$ cat src/rtl/multi_channel_queue_reg.sv
// Multi-lane register FIFO buffering feature-map words between stages.
// Registered pop data with a valid strobe, sticky error flags, flush.
module multi_channel_queue_reg #(
  parameter int WIDTH    = 8,
  parameter int DEPTH    = 3,
  parameter int CHANNELS = 1,
  parameter int AF_LEVEL = DEPTH - 1
) (
  input  logic                      clk,
  input  logic                      rst,
  input  logic                      flush,
  input  logic                      input_vld,
  input  logic [WIDTH*CHANNELS-1:0] din,
  input  logic                      read_flag,
  output logic [WIDTH*CHANNELS-1:0] dout,
  output logic                      out_vld,
  output logic                      full,
  output logic                      empty,
  output logic                      almost_full,
  output logic [$clog2(DEPTH+1)-1:0] count,
  output logic                      overflow,
  output logic                      underflow
);

  localparam int DW = WIDTH * CHANNELS;
  localparam int PW = (DEPTH > 1) ? $clog2(DEPTH) : 1;
  localparam int CW = $clog2(DEPTH + 1);

  localparam logic [PW-1:0] LAST  = PW'(DEPTH - 1);
  localparam logic [CW-1:0] CNT_F = CW'(DEPTH);
  localparam logic [CW-1:0] CNT_A = CW'(AF_LEVEL);

  logic [DW-1:0] mem [DEPTH];
  logic [PW-1:0] wr_ptr;
  logic [PW-1:0] rd_ptr;
  logic          pop_ok;
  logic          push_ok;
  logic          cnt_up;
  logic          cnt_dn;

  function automatic logic [PW-1:0] nxt(
    input logic [PW-1:0] p
  );
    return (p == LAST) ? '0 : p + PW'(1);
  endfunction

  assign full        = (count == CNT_F);
  assign empty       = (count == '0);
  assign almost_full = (count >= CNT_A);

  assign pop_ok  = read_flag & ~empty;
  assign push_ok = input_vld & (~full | pop_ok);
  assign cnt_up  = push_ok & ~pop_ok;
  assign cnt_dn  = pop_ok & ~push_ok;

  // Storage has no reset so it can map onto distributed RAM.
  always_ff @(posedge clk) begin
    if (!rst && !flush && push_ok) begin
      mem[wr_ptr] <= din;
    end
  end

  always_ff @(posedge clk) begin
    if (rst) begin
      wr_ptr    <= '0;
      rd_ptr    <= '0;
      count     <= '0;
      dout      <= '0;
      out_vld   <= 1'b0;
      overflow  <= 1'b0;
      underflow <= 1'b0;
    end else if (flush) begin
      wr_ptr    <= '0;
      rd_ptr    <= '0;
      count     <= '0;
      out_vld   <= 1'b0;
      overflow  <= 1'b0;
      underflow <= 1'b0;
    end else begin
      out_vld <= pop_ok;
      if (pop_ok) begin
        dout   <= mem[rd_ptr];
        rd_ptr <= nxt(rd_ptr);
      end
      if (push_ok) begin
        wr_ptr <= nxt(wr_ptr);
      end
      unique case (1'b1)
        cnt_up:  count <= count + CW'(1);
        cnt_dn:  count <= count - CW'(1);
        default: count <= count;
      endcase
      if (input_vld && full && !pop_ok) begin
        overflow <= 1'b1;
      end
      if (read_flag && empty) begin
        underflow <= 1'b1;
      end
    end
  end

endmodule

$ cat config.mk
export PLATFORM = sky130hd
export DESIGN_NAME = multi_channel_queue_reg
export DESIGN_NICKNAME = d
export VERILOG_FILES = /design/src/rtl/multi_channel_queue_reg.sv
export SDC_FILE = /design/constraint.sdc
export NUM_CORES = 1
export LEC_CHECK = 0
export CAP_MARGIN = 20
export CORE_MARGIN = 4
export CORE_UTILIZATION = 54
export DETAILED_ROUTE_END_ITERATION = 10
export PLACE_DENSITY = 0.82
export SLEW_MARGIN = 20
export SYNTH_ARGS = -nofsm -noshare
export SYNTH_HDL_FRONTEND = slang
export SYNTH_SLANG_ARGS = --single-unit
export TNS_END_PERCENT = 1
$ cat constraint.sdc
create_clock -name clk -period 4.1 [get_ports clk]
set_input_delay 0.41 -clock clk [delete_from_list [all_inputs] [get_ports clk]]
set_output_delay 0.41 -clock clk [all_outputs]
set_load 0.01 [all_outputs]
# --- Word-level counts from Yosys, hierarchy flattened ---
# Memory sizes are Yosys's and may differ from the RTL's. A register that Yosys moved wholly into a read port is not among the register bits.
# Cells that the tools add are included.
classes:
  mul: 0
  shifts: 0
  n_eq_ne: 3
  div_mod_pow: 0
  reduce_logical: 12
  bitwise_logic: 10
  add_sub_neg: 4
  order_cmp: 1
  muxes: 5
op_table:
  columns: ["operator", "count"]
  rows:
  - ["adder 2 x 1 -> 2 bit, second input constant", 3]
  - ["== test 2 bit, second input constant", 3]
  - ["logical AND 1 bit", 5]
  - ["NOT 1 bit", 5]
  - ["bitwise AND 1 bit", 4]
  - ["2-to-1 mux 2 bit", 2]
  - ["case mux 2 bit (2 select lines)", 1]
  - ["zero test 1 bit", 3]
  - [">= comparator 2 bit, second input constant", 1]
  - ["zero test 2 bit", 1]
  - ["2-to-1 mux 1 bit", 2]
  - ["AND reduction 2 bit", 1]
  - ["nonzero test 2 bit", 1]
  - ["OR reduction 2 bit", 1]
  - ["subtractor 2 x 1 -> 2 bit, second input constant", 1]
  - ["OR 1 bit", 1]
totals:
  latch_bits: 0
  out_inout_bits: 16
  ram_bits: 24
  n_memories: 1
  regBits: 9
  rom_bits: 0
  inputBits: 13
  word_cells: 42
mem_list:
  columns: ["name", "depth", "width", "rd", "rd_ports_with_merged_regs", "wr", "line", "source"]
  rows:
  - ["mem", 3, 8, 1, 1, 1, "33", "logic [DW-1:0] mem [DEPTH];"]

# --- Depth between registers and ports, before layout ---
depth:
  depth_word: 8
  ltp_mapped: 5
  depth_no_buf: 3

# --- Worst setup path after synthesis ---
# OpenSTA, ideal clock, no wires.
synth_timing:
  path_kind: "reg-to-reg"
  startpoint: "reg count[1]"
  endpoint: "mem mem[2][0] (netlist name) (enable)"
  path_buffers: 1
  synth_period_minus_slack_ps: 2119
  setup_time_ps: 398
  required_time_ps: 3702
  arrival_time_ps: 1721
  path_slack_ps: 1981
  stages_incl_launch_ff: 5
  path_cell_list: "dfxtp_1 > buf_2 > nand2_1 > o21ai_1 > nor4b_1"
synth_via:
  elab_chain_len: 8
  elab_cells_between_ends: 10
  cone_classes: "eq/ne: 1; mux: 2; bitwise: 5; reduce/logical: 2"
synth_lines:
  columns: ["item", "line", "source"]
  rows:
  - ["from (decl)", "20", "output logic [$clog2(DEPTH+1)-1:0] count,"]
  - ["from (signal assigned)", "89", "cnt_up: count <= count + CW'(1);"]
  - ["from (signal assigned)", "90", "cnt_dn: count <= count - CW'(1);"]
  - ["from (signal assigned)", "91", "default: count <= count;"]
  - ["zero test 2 bit", "48", "assign empty = (count == '0);"]
  - ["NOT 1 bit", "51", "assign pop_ok = read_flag & ~empty;"]
  - ["bitwise AND 1 bit", "51", null]
  - ["OR 1 bit (*)", "52", "assign push_ok = input_vld & (~full | pop_ok);"]
  - ["bitwise AND 1 bit (*)", "52", null]
  - ["logical AND 1 bit (*)", "58", "if (!rst && !flush && push_ok) begin"]
  - ["2-to-1 mux 1 bit (*)", "58", null]
  - ["2-to-1 mux 1 bit (not written as such) (*)", "59", "mem[wr_ptr] <= din;"]
  - ["to (decl)", "33", null]
# Mark *: on every way between the ends. The rest lies on a longest branch, timed or not.

# --- Final worst setup path ---
layout_timing:
  startpoint: "in flush"
  endpoint: "mem mem[0][7] (netlist name) (enable)"
layout_via:
  elab_chain_len: 5
layout_lines:
  columns: ["item", "line", "source"]
  rows:
  - ["from (decl)", "11", "input logic flush,"]
  - ["zero test 1 bit", "58", null]
  - ["logical AND 1 bit (2 in a row)", "58", null]
  - ["2-to-1 mux 1 bit", "58", null]
  - ["2-to-1 mux 1 bit (not written as such)", "59", null]
# Every way passes these cells.

==> impl_metrics.py <==
metrics = {
    "status": {
        "outcome": "finished, final reports clean",
    },
    "final_layout": {
        "layout_common_cells": "clkdlybuf4s50_1 (28), edfxtp_1 (24), dfxtp_1 (17)",
        "fillers": 214,
        "area_delta_synth_final_pct": 24.9,
        "final_core_util_pct": 70.9,
        "fin_nets": 165,
        "drive_gt1_share_pct": 8.50,
        "diodes": 0,
        "layout_commonest_cell": "clkdlybuf4s50_1",
    },
    "sta": {
        "post-route-period-util_pct": 53.3,
        "layout_min_cycle_time_ns": 2.18,
        "setup_viol": 0,
        "achievable-frequency_mhz": 458,
        "slew_headroom_pct": 50.5,
        "maxSlewViolCount": 0,
        "hold_violations": 0,
        "grt_setup_unrepaired": "no",
        "tns_ns": 0,
        "finalClockSkew_ns": 0.0110,
        "tightestPinTransition_ns": 0.739,
    },
    "worst_setup_path": {
        "critical-path-top-delay-family": "simple AND/OR/NAND/NOR gates",
        "setup.worst_path.class": "in -> reg",
        "reg2reg_depth": 3,
        "worstSetupStartpoint": "flush",
        "critPathSlowestCell": "nor2_1",
        "critPathBufInv": 1,
        "path_max_fanout": 9,
        "end_kind": "flop",
        "setup.worst_path.end": "mem[0][7]",
        "crit_chain": "clkdlybuf4s50_1, or2_1, or3_1, nor2_1",
        "worstReg2RegStart": "count[1]",
        "worstPathRequired_ns": 4.08,
        "max_stage_delay_ns": 0.55,
        "cp.depth": 4,
        "startpoint_type": "input pin",
        "worstReg2RegEnd": "mem[1][7]",
        "reg2reg_setup_slack_ns": 2.38,
        "crit_arrival_ns": 2.17,
    },
    "flow_run": {
        "timing.max_cap.violations": 0,
    },
    "synth": {
        "synth_top_cell_area_share_pct": 46.0,
        "synth.distinct_cells": 27,
        "syn_nets": 136,
        "synth_area_leaders": "edfxtp_1 (46%), dfxtp_1 (22%), mux2i_1 (6.4%), a22o_1 (4.5%), o21ai_0 (3.5%)",
        "ys_ff_latch": 41,
        "yosys.area_share.simple_pct": 9.03,
        "synth.area.mux_share_pct": 6.39,
        "avgSynthCellArea_sq_um": 12.7,
        "synth_top_family_by_area": "compound AO/OA/AOI/OAI gates",
        "synth_seq_area_share_pct": 67.8,
        "syn_area_sq_mm": 0.00157,
        "synthXorXnorAreaFrac_pct": 0,
        "syn_inst": 123,
        "synth_adder_area_share_pct": 0,
        "ys_warn_count": 0,
        "synth_compound_area_share_pct": 13.1,
        "synth_area_leader_cell": "edfxtp_1",
    },
    "floorplanning": {
        "boundaryPins": 29,
        "rows": 19,
        "fp.dieArea_sq_mm": 0.00382,
        "start_util_pct": 56.8,
        "die_height_microns": 61.8,
        "core_region_area_sq_mm": 0.00276,
        "die_w_microns": 61.8,
    },
    "pwr": {
        "power-per-cell-area_mw_per_mm2": 409,
        "p_leak_nw": 0.648,
        "irDropWorstVdd_v": 0.000336,
    },
    "worst_hold_path": {
        "min_path_cells": 2,
        "min_path_type": "reg -> reg",
        "min-delay-start": "underflow",
    },
    "routing": {
        "first_iter_violations": 49,
        "ant_nets": 0,
        "dr.pass1.iters": 6,
        "drc": 0,
        "vias_per_cell": 5.48,
        "routed_wl_mm": 2.63,
        "avgRoutedWirePerCell_microns": 14.3,
        "vias": 1009,
    },
    "clocking": {
        "cts_buffers": 5,
        "cts.path.max_buffers": 2,
        "cts_resized": 0,
        "clock_latency_ns": 0.35,
        "clkSinkCount": 41,
        "holdBufCountCts": 0,
        "cts.htree.levels": 2,
        "clkTransAtPathRegs_ns": 0.12,
        "cts_tree": "done",
        "postCtsSetupRepairBufs": 0,
        "cts-root-buf": "clkbuf_4",
    },
    "global_routing": {
        "grt_pass1_vias": 974,
        "antenna_found_initial": 0,
        "grt_usage_pct": 16.0,
        "grt_max_degree": 20,
        "grt_overflow_total": 0,
        "grt_first_pass_wirelength_mm": 4.22,
    },
    "placement": {
        "place_congestion": 0.811,
        "dp_hpwl_mm": 1.83,
        "numPortBuffers": 28,
    },
}
-- cell families (layout without fill, tap and decap cells) --
family | count (synthesis) | count (layout)
buffers and inverters | 12 | 42
multiplexers | 10 | 10
AND/OR/NAND/NOR | 29 | 29
flip-flops | 41 | 41
AO/OA/AOI/OAI | 31 | 31
-- stage by stage --
step | hold slack (ns) | cell area (sq um) | power [mW] | worst slack [ns] | cells
6_report | 0.478 | 1960 | 0.799 | 1.92 | 184
5_1_grt | 0.508 | 1960 | 0.828 | 1.83 | 184
4_1_cts | 0.487 | 1960 | 0.806 | 1.93 | 184
3_5_place_dp | 0.455 | 1850 | 0.495 | 1.55 | 176
3_3_place_gp | 0.455 | 1850 | 0.494 | 1.67 | 176
2_1_floorplan | 0.450 | 1570 | 0.472 | 1.98 | 123
-- per-layer routing --
layer	GRT usage [%]	share of wire, %	vias to the layer above
met5	0	0	-
met4	5.45	1.6	0
met3	7.85	5.8	6
met2	27.2	51	24
met1	17.3	42	471
li1	-	-	508
-- where the power goes --
| group | total, mW | internal [mW] | switching (mW) |
|---|---|---|---|
| Sequential | 0.445 | 0.441 | 0.00423 |
| Combinational | 0.0405 | 0.0216 | 0.0189 |
| Clock | 0.313 | 0.189 | 0.124 |
| Total | 0.799 | 0.651 | 0.148 |
-- tightest hold or removal path, stage by stage, from the launching register on --
cell,delay [ns]
dfxtp_1,0.34
a21oi_1,0.04
nor2_1,0.07
-- state kept, by name, summed over array words and instances, names as in the netlist --
register	flops
overflow	1
wr_ptr	2
out_vld	1
underflow	1
dout	8
rd_ptr	2
mem	24
count	2
-- cell type report --
cell class | instances | area (sq um) | area share (%)
Clock buffer | 5 | 37.5 | 1.92
Multi-Input combinational cell | 70 | 447 | 22.8
Sequential cell | 41 | 1060 | 54.3
Inverter | 5 | 18.8 | 0.960
Timing Repair Buffer | 29 | 288 | 14.7
Clock inverter | 3 | 65.1 | 3.33
Tap cell | 31 | 38.8 | 1.98
-- worst min-delay path by stage --
stage                end
2_1_floorplan  wr_ptr[1]
3_3_place_gp     dout[5]
3_5_place_dp    overflow
4_1_cts        underflow
5_1_grt          dout[3]
6_report       underflow
-- cells in the mapped netlist, drive strengths merged --
cell type,n
nand3b,2
nor2b,1
a311o,1
nor3,1
a22o,8
nor4b,1
o211ai,1
or3,2
nand3,1
buf,5
a21oi,6
dfxtp,17
nor2,7
o21a,1
a31oi,1
nand2,13
mux2i,10
inv,5
clkbuf,2
o21ai,13
edfxtp,24
or2,1
(Power assumes the default switching activity.)
